**src/rtl/io_responder.sv**
```systemverilog
// io_responder: device side of the processor IN/OUT handshake.
// Input requests collect switch nibbles one debounced key press at a time.
// Output requests latch a 32-bit value and show it on eight seven-segment digits.
module io_responder #(
   parameter int unsigned DEBOUNCE_CYCLES = 50000,
   parameter int unsigned IN_NIBBLES      = 8
) (
   input  logic        CLK,
   input  logic        reset,
   input  logic        in_req,
   input  logic        out_req,
   input  logic [31:0] out_data,
   input  logic [3:0]  SW,
   input  logic        insert,
   input  logic        commit,
   output logic [31:0] in_data,
   output logic        in_ack,
   output logic        out_ack,
   output logic        busy,
   output logic [6:0]  HEX0,
   output logic [6:0]  HEX1,
   output logic [6:0]  HEX2,
   output logic [6:0]  HEX3,
   output logic [6:0]  HEX4,
   output logic [6:0]  HEX5,
   output logic [6:0]  HEX6,
   output logic [6:0]  HEX7
);

   localparam int unsigned DB_W   = (DEBOUNCE_CYCLES < 2) ? 1 : $clog2(DEBOUNCE_CYCLES);
   localparam int unsigned CNT_W  = 4;
   localparam int unsigned NKEY   = 2;
   localparam int unsigned DATA_W = 32;
   localparam int unsigned NDIG   = 8;

   typedef enum logic [1:0] {
      S_IDLE    = 2'd0,
      S_COLLECT = 2'd1,
      S_DONE    = 2'd2
   } state_t;

   // Active-low segment pattern (bit0 = a ... bit6 = g) for one hex digit.
   function automatic logic [6:0] seg7(input logic [3:0] d);
      logic [6:0] s;
      case (d)
         4'h0: s = 7'b1000000;
         4'h1: s = 7'b1111001;
         4'h2: s = 7'b0100100;
         4'h3: s = 7'b0110000;
         4'h4: s = 7'b0011001;
         4'h5: s = 7'b0010010;
         4'h6: s = 7'b0000010;
         4'h7: s = 7'b1111000;
         4'h8: s = 7'b0000000;
         4'h9: s = 7'b0010000;
         4'hA: s = 7'b0001000;
         4'hB: s = 7'b0000011;
         4'hC: s = 7'b1000110;
         4'hD: s = 7'b0100001;
         4'hE: s = 7'b0000110;
         default: s = 7'b0001110;
      endcase
      return s;
   endfunction

   // Key path state: bit 0 = insert, bit 1 = commit (both active-low raw keys).
   logic [NKEY-1:0] key_raw;
   logic [NKEY-1:0] sync1;
   logic [NKEY-1:0] sync2;
   logic [NKEY-1:0] lvl;
   logic [NKEY-1:0] lvl_d;
   logic [NKEY-1:0] press;
   logic [DB_W-1:0] db_cnt [NKEY];

   logic ins_ev;
   logic com_ev;

   assign key_raw = {commit, insert};
   assign ins_ev  = press[0];
   assign com_ev  = press[1];

   // Synchronize, debounce and turn accepted 1->0 transitions into one-cycle press pulses.
   always_ff @(posedge CLK or negedge reset) begin
      if (!reset) begin
         sync1 <= '1;
         sync2 <= '1;
         lvl   <= '1;
         lvl_d <= '1;
         press <= '0;
         for (int k = 0; k < NKEY; k++) begin
            db_cnt[k] <= '0;
         end
      end else begin
         sync1 <= key_raw;
         sync2 <= sync1;
         lvl_d <= lvl;
         press <= lvl_d & ~lvl;
         for (int k = 0; k < NKEY; k++) begin
            if (sync2[k] != lvl[k]) begin
               if (db_cnt[k] == DB_W'(DEBOUNCE_CYCLES - 1)) begin
                  lvl[k]    <= sync2[k];
                  db_cnt[k] <= '0;
               end else begin
                  db_cnt[k] <= db_cnt[k] + DB_W'(1);
               end
            end else begin
               db_cnt[k] <= '0;
            end
         end
      end
   end

   state_t            state;
   state_t            state_nxt;
   logic [DATA_W-1:0] acc;
   logic [DATA_W-1:0] acc_nxt;
   logic [CNT_W-1:0]  cnt;
   logic [CNT_W-1:0]  cnt_nxt;
   logic [CNT_W-1:0]  cnt_inc;
   logic [DATA_W-1:0] disp_reg;
   logic [DATA_W-1:0] disp_nxt;
   logic              rearm;
   logic              rearm_nxt;
   logic [DATA_W-1:0] in_data_nxt;
   logic              in_ack_nxt;
   logic              out_ack_nxt;
   logic [DATA_W-1:0] show_nxt;
   logic [6:0]        hex_q [NDIG];

   // Handshake FSM registers plus registered segment outputs.
   always_ff @(posedge CLK or negedge reset) begin
      if (!reset) begin
         state    <= S_IDLE;
         acc      <= '0;
         cnt      <= '0;
         disp_reg <= '0;
         rearm    <= 1'b1;
         in_data  <= '0;
         in_ack   <= 1'b0;
         out_ack  <= 1'b0;
         busy     <= 1'b0;
         for (int i = 0; i < NDIG; i++) begin
            hex_q[i] <= 7'b1000000;
         end
      end else begin
         state    <= state_nxt;
         acc      <= acc_nxt;
         cnt      <= cnt_nxt;
         disp_reg <= disp_nxt;
         rearm    <= rearm_nxt;
         in_data  <= in_data_nxt;
         in_ack   <= in_ack_nxt;
         out_ack  <= out_ack_nxt;
         busy     <= (state_nxt == S_COLLECT);
         for (int i = 0; i < NDIG; i++) begin
            hex_q[i] <= seg7(show_nxt[4*i +: 4]);
         end
      end
   end

   // Next-state, accumulator and handshake decisions.
   always_comb begin
      state_nxt   = state;
      acc_nxt     = acc;
      cnt_nxt     = cnt;
      cnt_inc     = cnt + CNT_W'(1);
      disp_nxt    = disp_reg;
      rearm_nxt   = rearm;
      in_data_nxt = in_data;
      in_ack_nxt  = 1'b0;
      out_ack_nxt = 1'b0;
      case (state)
         S_IDLE: begin
            // A request must drop before a new collection may start.
            if (!in_req) begin
               rearm_nxt = 1'b1;
            end
            if (out_req) begin
               disp_nxt    = out_data;
               out_ack_nxt = 1'b1;
            end else if (in_req && rearm) begin
               acc_nxt   = '0;
               cnt_nxt   = '0;
               state_nxt = S_COLLECT;
            end
         end
         S_COLLECT: begin
            if (!in_req) begin
               acc_nxt   = '0;
               cnt_nxt   = '0;
               state_nxt = S_IDLE;
            end else begin
               if (ins_ev) begin
                  acc_nxt = {acc[DATA_W-5:0], SW};
                  cnt_nxt = cnt_inc;
                  if (cnt_inc == CNT_W'(IN_NIBBLES)) begin
                     state_nxt = S_DONE;
                  end
               end
               if (com_ev) begin
                  state_nxt = S_DONE;
               end
            end
         end
         S_DONE: begin
            in_data_nxt = acc;
            in_ack_nxt  = 1'b1;
            rearm_nxt   = 1'b0;
            state_nxt   = S_IDLE;
         end
         default: begin
            state_nxt = S_IDLE;
         end
      endcase
      show_nxt = (state_nxt == S_COLLECT) ? acc_nxt : disp_nxt;
   end

   assign HEX0 = hex_q[0];
   assign HEX1 = hex_q[1];
   assign HEX2 = hex_q[2];
   assign HEX3 = hex_q[3];
   assign HEX4 = hex_q[4];
   assign HEX5 = hex_q[5];
   assign HEX6 = hex_q[6];
   assign HEX7 = hex_q[7];

endmodule

```
**config.mk**
```make
export PLATFORM = sky130hd
export DESIGN_NAME = io_responder
export DESIGN_NICKNAME = d
export VERILOG_FILES = /design/src/rtl/io_responder.sv
export SDC_FILE = /design/constraint.sdc
export NUM_CORES = 1
export LEC_CHECK = 0
export CORE_MARGIN = 2
export CORE_UTILIZATION = 65
export CTS_CLUSTER_SIZE = 10
export DETAILED_ROUTE_END_ITERATION = 10
export DONT_BUFFER_PORTS = 1
export GPL_TIMING_DRIVEN = 1
export PLACE_DENSITY_LB_ADDON = 0.15
export SYNTH_ARGS = -nofsm -noshare
export SYNTH_HDL_FRONTEND = slang
export SYNTH_SLANG_ARGS = --single-unit
```
**constraint.sdc**
```tcl
create_clock -name CLK -period 8.2 [get_ports CLK]
set_input_delay 1.64 -clock CLK [delete_from_list [all_inputs] [get_ports CLK]]
set_output_delay 1.64 -clock CLK [all_outputs]
set_load 0.01 [all_outputs]
```
==> impl_metrics.toml, run 1 <==
[outcome]
status = "complete, no violations"

[placed_design]
gp_congestion = 0.949
dpl.hpwl_mm = 16.2
io_buffers = 0
pre_cts_slack_ps = 3590
placed_area_sq_um = 10800

[power]
pwr-share-comb_pct = 25.9
internal-power_mw = 2.07
switching_power_mw = 1.02
netSwitchingFraction_pct = 33.1
power.density_nw_per_um2 = 270
power_frac_seq_pct = 43.0
vdd.ir_drop.worst_uv = 188
p_clk_share_pct = 31.1
total_leakage_power_nw = 5.34

[final_layout]
regArea_sq_um = 5130
postLayoutCoreUtil_pct = 71.9
syn_to_final_growth_pct = 7.29
n_fill_cell = 1121
drive_above_1_share_pct = 15.9
final_area_sq_um = 11500
nNetsFinal = 1032
num_antenna_cells = 0
multi_input_area_sq_um = 5000

[floorplanning]
io_pins = 133
die_h_um = 132
die_area_sq_um = 17500
initial_core_util_pct = 67.0
fp.dieW_um = 132
rows = 46
core_area_sq_um = 15900

[yosys]
async_flop_share_pct = 100
ys_seq_area_share_pct = 48.0
synth_area_sq_um = 10700
synth_nets = 1036
ys.flop_type = "dfrtp_1"
synth_edf_count = 0
yosys_warnings = 0
syn_inst = 943
ys_ff_latch = 204
synth_cell_type_count = 70
syn_area_per_cell_sq_um = 11.3

[worst_setup_path]
ff2ff_path_depth = 9
worstSetupEndpointType = "flip-flop"
crit_fanout = 93
critPathKind = "in -> reg"
cp.required_ps = 8640
setup.worst_path.start_class = "primary input"
cp_data_arrival_time_ps = 4650

[sta]
tns_ps = 0
final-max-slew-violation-count = 0
setup_viol = 0
worst_slew_pin_slew_ps = 1130
rsz0062_at_grt = "false"
fin_crit_sh_pct = 51.4
period_needed_ps = 4210
hold_violations = 0
fmax_mhz = 237
maxSlewHeadroom_pct = 24.4
clock_skew_ps = 8.03
setup_ws_ps = 3990

[clocking]
clk-insertion-delay-late_ps = 510
cts_setup_buffers = 0
cts-buffers-inserted = 24
cts-root-buf = "clkbuf_16"
clock_path_buffers = 3
htree_levels = 1
cts_tree = "yes"
hold_buffers = 0
cts_resized = 0
clk_pin_slew_worst_paths_ps = 50
clock_sinks = 204

[min_path]
whs_path_depth = 0
hp-class = "reg -> reg"

[routing]
initialDrtViolationCount = 377
viasPerCell = 6.28
num_vias = 7356
routed_wl_mm = 23.5
antenna_left = 0
first_pass_iters = 5
drc = 0
wl_per_cell_um = 20.1

[global_routing]
antenna_found_initial = 0
grt_pass1_vias = 7284
grt-ovfl-total = 0
track_usage_pct = 26.7
grt_pass1_wl_mm = 37.8
grt_max_degree = 205

[run]
cap_violations = 0
## layout make-up
class	instances	share of cell area, %
clock buffers	42	6.11
flip-flops and latches	204	44.7
repair buffers	4	0.262
clock inverters	1	0.0437
well taps	216	2.36
multi-input cells	619	43.7
inverters	86	2.82
## critical path, cell delays in order
cell and delay, ps:
nand2_4 100, o32ai_2 120, o21ai_4 140, buf_4 770
inv_2 730, mux2_2 560, a32oi_1 230, a22o_1 190
## cell families after synthesis
family	Yosys count	synth area share, %
muxes	132	14.2
AOI/OAI and AO/OA	177	13.3
buffers and inverters	120	5.30
and+or+nand+nor	228	10.6
adders and majority gates	51	5.98
xor gates and xnor gates	31	2.54
DFF	204	48.0
## metal layers
layer | wire [um] | up-vias | track usage [%]
met5 | 0 | - | 0
met4 | 480 | 0 | 6.87
met3 | 1970 | 48 | 8.57
met2 | 11800 | 250 | 45.7
met1 | 9220 | 3697 | 32.9
li1 | - | 3361 | -
## cell usage after synthesis (13+ instances only)
master   number  share of area (%)
o22ai_1      15               0.88
nand3_1      26                1.2
xor2_1       16                1.3
nor2_1       51                1.8
dfrtp_1     187                 44
and3_1       13               0.76
nand2_1      57                2.0
ha_1         51                6.0
xnor2_1      15                1.2
dfstp_2      17                4.2
o21ai_0      33                1.5
mux2i_1      66                6.2
mux2_2       49                5.2
inv_1        76                2.7
a22o_1       25                2.1
nor3_1       37                1.7
## placed cells by master, fill, tap and decap left out, types with 11 or more instances in the layout
master,n
and3_1,13
o21ai_0,33
nor3_1,37
a22o_1,25
nor2_1,51
ha_1,51
o22ai_1,15
xor2_1,16
clkbuf_16,25
inv_1,76
mux2_2,49
dfstp_2,17
nand2_1,57
mux2i_1,66
nand3_1,26
dfrtp_1,187
xnor2_1,15
o221ai_1,11
clkbuf_1,16
## final timing paths
path	startpoint	end	slack [ps]
worst max-delay path	in_req	HEX7[4]	3990
worst min-delay path	sync1[1]	sync2[1]	350
worst max register to register	cnt[1]	HEX7[4]	4380
worst min register to register	sync1[1]	sync2[1]	350
max in group asynchronous	reset	sync1[1]	7030
min in group asynchronous	reset	disp_reg[30]	830
## power groups by stage
stage / Combinational [mW] / Clock (mW) / Sequential, mW
CTS: 0.792 / 0.976 / 1.34
global route: 0.882 / 1.02 / 1.35
floorplan: 0.656 / 0 / 1.32
global placement: 0.749 / 0 / 1.35
detailed placement: 0.784 / 0 / 1.35
finish: 0.801 / 0.964 / 1.33
## metrics by stage
step | power [mW] | hold slack, ps | cells
after floorplan | 1.97 | 345 | 943
after global placement | 2.10 | 348 | 1129
final | 3.10 | 354 | 1172
after CTS | 3.11 | 356 | 1172
after global routing | 3.25 | 362 | 1172
after detailed placement | 2.14 | 348 | 1129
Note: power is estimated with default switching activity, not from simulation.
==> inputs of run 2 (changes only) <==
Settings changed: CORE_UTILIZATION 65 to 58.
Clock period 8.2 ns to 3.48 ns, I/O delays scaled along.
==> impl_metrics.toml, run 2 (synthesis gave the netlist of run 1 again) <==
[final_layout]
num_antenna_cells = 0
regArea_sq_um = 5130
final_common_cell = "dfrtp_1"
final_cell_mix = "dfrtp_1 (187), inv_1 (76), mux2i_1 (66)"
multi_input_area_sq_um = 5000
syn_to_final_growth_pct = 8.32
drive_above_1_share_pct = 16.5
n_fill_cell = 1415
final_area_sq_um = 11600
nNetsFinal = 1039

[global_routing]
grt_pass1_vias = 6890
grt_max_degree = 205
grt-ovfl-total = 0
grt_pass1_wl_mm = 35.5
antenna_found_initial = 0
track_usage_pct = 22.1

[routing]
initialDrtViolationCount = 463
viasPerCell = 5.89
num_vias = 7009
wl_per_cell_um = 18.1
first_pass_iters = 5
routed_wl_mm = 21.5
antenna_left = 0
drc = 0

[clocking]
htree_levels = 1
cts-root-buf = "clkbuf_16"
cts-buffers-inserted = 24
clock_path_buffers = 3
clk_pin_slew_worst_paths_ps = 50
clk-insertion-delay-late_ps = 510
cts_tree = "yes"
cts_resized = 0
clock_sinks = 204
cts_setup_buffers = 0

[placed_design]
placed_area_sq_um = 10900
pre_cts_slack_ps = 364
gp_congestion = 0.862
dpl.hpwl_mm = 15.1
io_buffers = 0

[floorplanning]
core_area_sq_um = 18000
die_area_sq_um = 19500
initial_core_util_pct = 59.2
die_h_um = 140
rows = 49
io_pins = 133
fp.dieW_um = 140

[worst_setup_path]
startpoint = "cnt[0]"
worstPathCellList = "ha_1, and3_1, o32ai_2, o21ai_4, buf_12, o21ai_0, inv_1, ha_1, a211oi_1, o22ai_1"
worstSetupEndpointType = "flip-flop"
crit_fanout = 52
slowest_delay_ps = 510
setup.worst_path.start_class = "flip-flop"
cp.required_ps = 3890
timing.critical_path.mode_cell = "ha_1"
worst_path_max_delay_cell = "o21ai_0"
critPathKind = "reg -> reg"
reg2reg_from = "cnt[0]"
cp_data_arrival_time_ps = 3540

[sta]
rsz0062_at_grt = "false"
period_needed_ps = 3130
setup_viol = 0
setup_ws_ps = 351
tns_ps = 0
maxSlewHeadroom_pct = 39.3
final-max-slew-violation-count = 0
clock_skew_ps = 17.1
fmax_mhz = 320
whs_ps = -102
fin_crit_sh_pct = 89.9
worst_slew_pin_slew_ps = 911
hold_violations = 187

[power]
total_leakage_power_nw = 5.39
vdd.ir_drop.worst_uv = 533
power.density_nw_per_um2 = 625

[min_path]
hp-class = "in -> async"

[outcome]
status = "complete, but fails checks"
failed_checks = "hold timing"

[run]
cap_violations = 0
run 2: layout make-up:
class	count	share of cell area [%]
timing repair buffer	11	1.25
clock buffer	39	5.86
inverter	86	2.79
clock inverter	1	0.0433
sequential	204	44.3
multi-input combinational	619	43.2
tap	229	2.48
run 2: report_power, final:
group	switching, mW	internal [mW]
Clock	0.898	1.31
Sequential	0.312	2.81
Combinational	1.12	0.776
run 2: stage by stage:
| stage | cells | utilization [%] | total power [mW] | hold WS [ps] |
|---|---|---|---|---|
| floorplan | 943 | - | 4.65 | 345 |
| global placement | 1149 | 60.4 | 5.03 | 357 |
| detailed placement | 1149 | 60.4 | 5.04 | 353 |
| CTS | 1189 | 64.2 | 7.28 | -125 |
| global route | 1189 | 64.2 | 7.65 | -119 |
| finish | 1189 | 64.2 | 7.22 | -102 |
run 2: final timing paths:
kind	to	slack, ps	cells past startpoint
setup / recovery	HEX7[6]	350	10
hold / removal	HEX7[3]	-100	0
setup reg to reg	HEX7[6]	350	10
hold reg to reg	sync2[1]	360	0
max in group asynchronous	HEX6[6]	3230	0
min in group CLK	sync1[1]	190	0
run 2: critical path: cells and delay by family, from the launching register on:
kind                       cells  cell delay [ps]
adders and majority gates      2              540
AOI/OAI and AO/OA              5             1420
and+or+nand+nor                1              190
buffers and inverters          2              430
DFF                            1              430
run 2: routing by layer:
| metal | up-vias | GRT usage (%) | part of all wire, % |
|---|---|---|---|
| met5 | - | 0 | 0 |
| met4 | 0 | 4.16 | 1.1 |
| met3 | 18 | 4.51 | 5.1 |
| met2 | 144 | 37.6 | 49 |
| met1 | 3466 | 29.7 | 45 |
| li1 | 3381 | - | - |
==> inputs of run 3 (changes only) <==
Settings changed: CTS_CLUSTER_DIAMETER set to 30, SLEW_MARGIN set to 20.
==> impl_metrics.toml, run 3 (synthesis gave the netlist of run 1 again) <==
[power]
internal-power_mw = 6.42
switching_power_mw = 2.75
vdd.ir_drop.worst_uv = 709
netSwitchingFraction_pct = 30.0
power_frac_seq_pct = 34.0
p_clk_share_pct = 45.2
total_leakage_power_nw = 5.77
power.density_nw_per_um2 = 742
pwr-share-comb_pct = 20.8

[placed_design]
gp_congestion = 0.862
dpl.hpwl_mm = 15.1
io_buffers = 0
dp.cells = 1149

[worst_setup_path]
reg2reg_setup_slack_ps = 350
path_delay_family = "compound AO/OA/AOI/OAI gates"
reg2reg_from = "cnt[0]"
slowest_delay_ps = 510
timing.critical_path.mode_cell = "ha_1"
critPathKind = "reg -> reg"
reg2reg_to = "HEX7[6]"
path_buf_inv = 2
cp_data_arrival_time_ps = 3550
worstSetupEndpointType = "flip-flop"
ff2ff_path_depth = 10
worstPathCellList = "ha_1, and3_1, o32ai_2, o21ai_4, buf_12, o21ai_0, inv_1, ha_1, a211oi_1, o22ai_1"
crit_fanout = 52
setup.worst_path.start_class = "flip-flop"
worst_path_max_delay_cell = "o21ai_0"
cp.required_ps = 3900

[floorplanning]
fp.dieW_um = 140
initial_core_util_pct = 59.2
die_h_um = 140
die_area_sq_um = 19500
rows = 49
io_pins = 133
core_area_sq_um = 18000

[final_layout]
drive_above_1_share_pct = 20.5
n_fill_cell = 1352
layoutNonFillerInstCount = 1225
final_common_cell = "dfrtp_1"
regArea_sq_um = 5130
syn_to_final_growth_pct = 15.9
multi_input_area_sq_um = 5000
num_antenna_cells = 0
nNetsFinal = 1056
final_cell_mix = "dfrtp_1 (187), inv_1 (76), mux2i_1 (66)"

[clocking]
htree_levels = 2
cts-buffers-inserted = 41
clk-insertion-delay-late_ps = 510
clock_path_buffers = 3
clk_pin_slew_worst_paths_ps = 50
cts-root-buf = "clkbuf_16"
cts_tree = "yes"
clock_sinks = 204
cts_setup_buffers = 0

[routing]
initialDrtViolationCount = 501
wl_per_cell_um = 18.1
routed_wl_mm = 22.2
viasPerCell = 5.83
num_vias = 7147
antenna_left = 0
drc = 0
first_pass_iters = 5

[sta]
rsz0062_at_grt = "false"
worst_slew_pin_slew_ps = 891
final-max-slew-violation-count = 0
whs_ps = -113
maxSlewHeadroom_pct = 40.6
period_needed_ps = 3130
hold_violations = 187
fin_crit_sh_pct = 90.0
fmax_mhz = 319
tns_ps = 0
clock_skew_ps = 10.4
setup_viol = 0

[min_path]
hp-class = "in -> async"

[global_routing]
grt_pass1_wl_mm = 36.7
antenna_found_initial = 0
grt_max_degree = 205
grt-ovfl-total = 0
track_usage_pct = 22.9
grt_pass1_vias = 7186

[outcome]
status = "complete, but fails checks"
failed_checks = "hold timing"

[run]
cap_violations = 0
==> run 3: layout make-up <==
| type | count | area share [%] |
|---|---|---|
| Clock buffer | 50 | 9.06 |
| Clock inverter | 26 | 3.01 |
| Inverter | 86 | 2.61 |
| Multi-Input combinational cell | 619 | 40.4 |
| Sequential cell | 204 | 41.4 |
| Tap cell | 229 | 2.31 |
| Timing Repair Buffer | 11 | 1.17 |
==> run 3: metrics by stage <==
step / setup WS, ps / hold slack (ps) / util (%) / area, sq um / power, mW
6_report: 347 / -113 / 68.7 / 12400 / 9.18
2_1_floorplan: 714 / 345 / - / 10700 / 4.65
5_1_grt: 85.3 / -128 / 68.7 / 12400 / 9.62
4_1_cts: 335 / -133 / 68.7 / 12400 / 9.25
3_3_place_gp: 379 / 357 / 60.4 / 10900 / 5.03
3_5_place_dp: 364 / 353 / 60.4 / 10900 / 5.04
==> run 3: per-layer routing <==
layer	vias up	part of all wire, %	track usage [%]
met4	0	1.4	5.74
met2	178	49	38.5
met5	-	0	0
met1	3515	44	30.0
li1	3424	-	-
met3	30	5.5	5.54
==> run 3: worst max path at each step <==
stage             from      end  slack, ps  cells after the start
6_report        cnt[0]  HEX7[6]        350                     10
5_1_grt         cnt[0]  HEX7[6]         90                     11
4_1_cts         cnt[0]  HEX7[6]        330                     10
3_5_place_dp    cnt[0]  HEX7[6]        360                     10
3_3_place_gp    in_req  HEX7[6]        380                     10
2_1_floorplan  out_req  HEX6[0]        710                     11
==> run 3: power by group through the flow <==
stage | registers, mW | logic [mW] | clock network, mW
3_3_place_gp | 3.16 | 1.87 | 0
5_1_grt | 3.17 | 2.13 | 4.33
4_1_cts | 3.13 | 1.91 | 4.21
3_5_place_dp | 3.16 | 1.88 | 0
2_1_floorplan | 3.11 | 1.55 | 0
6_report | 3.12 | 1.91 | 4.15
==> run 3: worst reg2reg max path, delay by kind of cell, from the launching register on <==
kind                       cells  cell delay [ps]
AOI/OAI and AO/OA              5             1470
adders and majority gates      2              540
buffers and inverters          2              430
DFF                            1              430
and+or+nand+nor                1              190
==> run 3: timing repair <==
action | 4_1_cts | 5_1_grt
resized for setup | 0 | 0
endpoints found under the setup margin | 0 | 0
hold endpoints to repair | 187 | 187
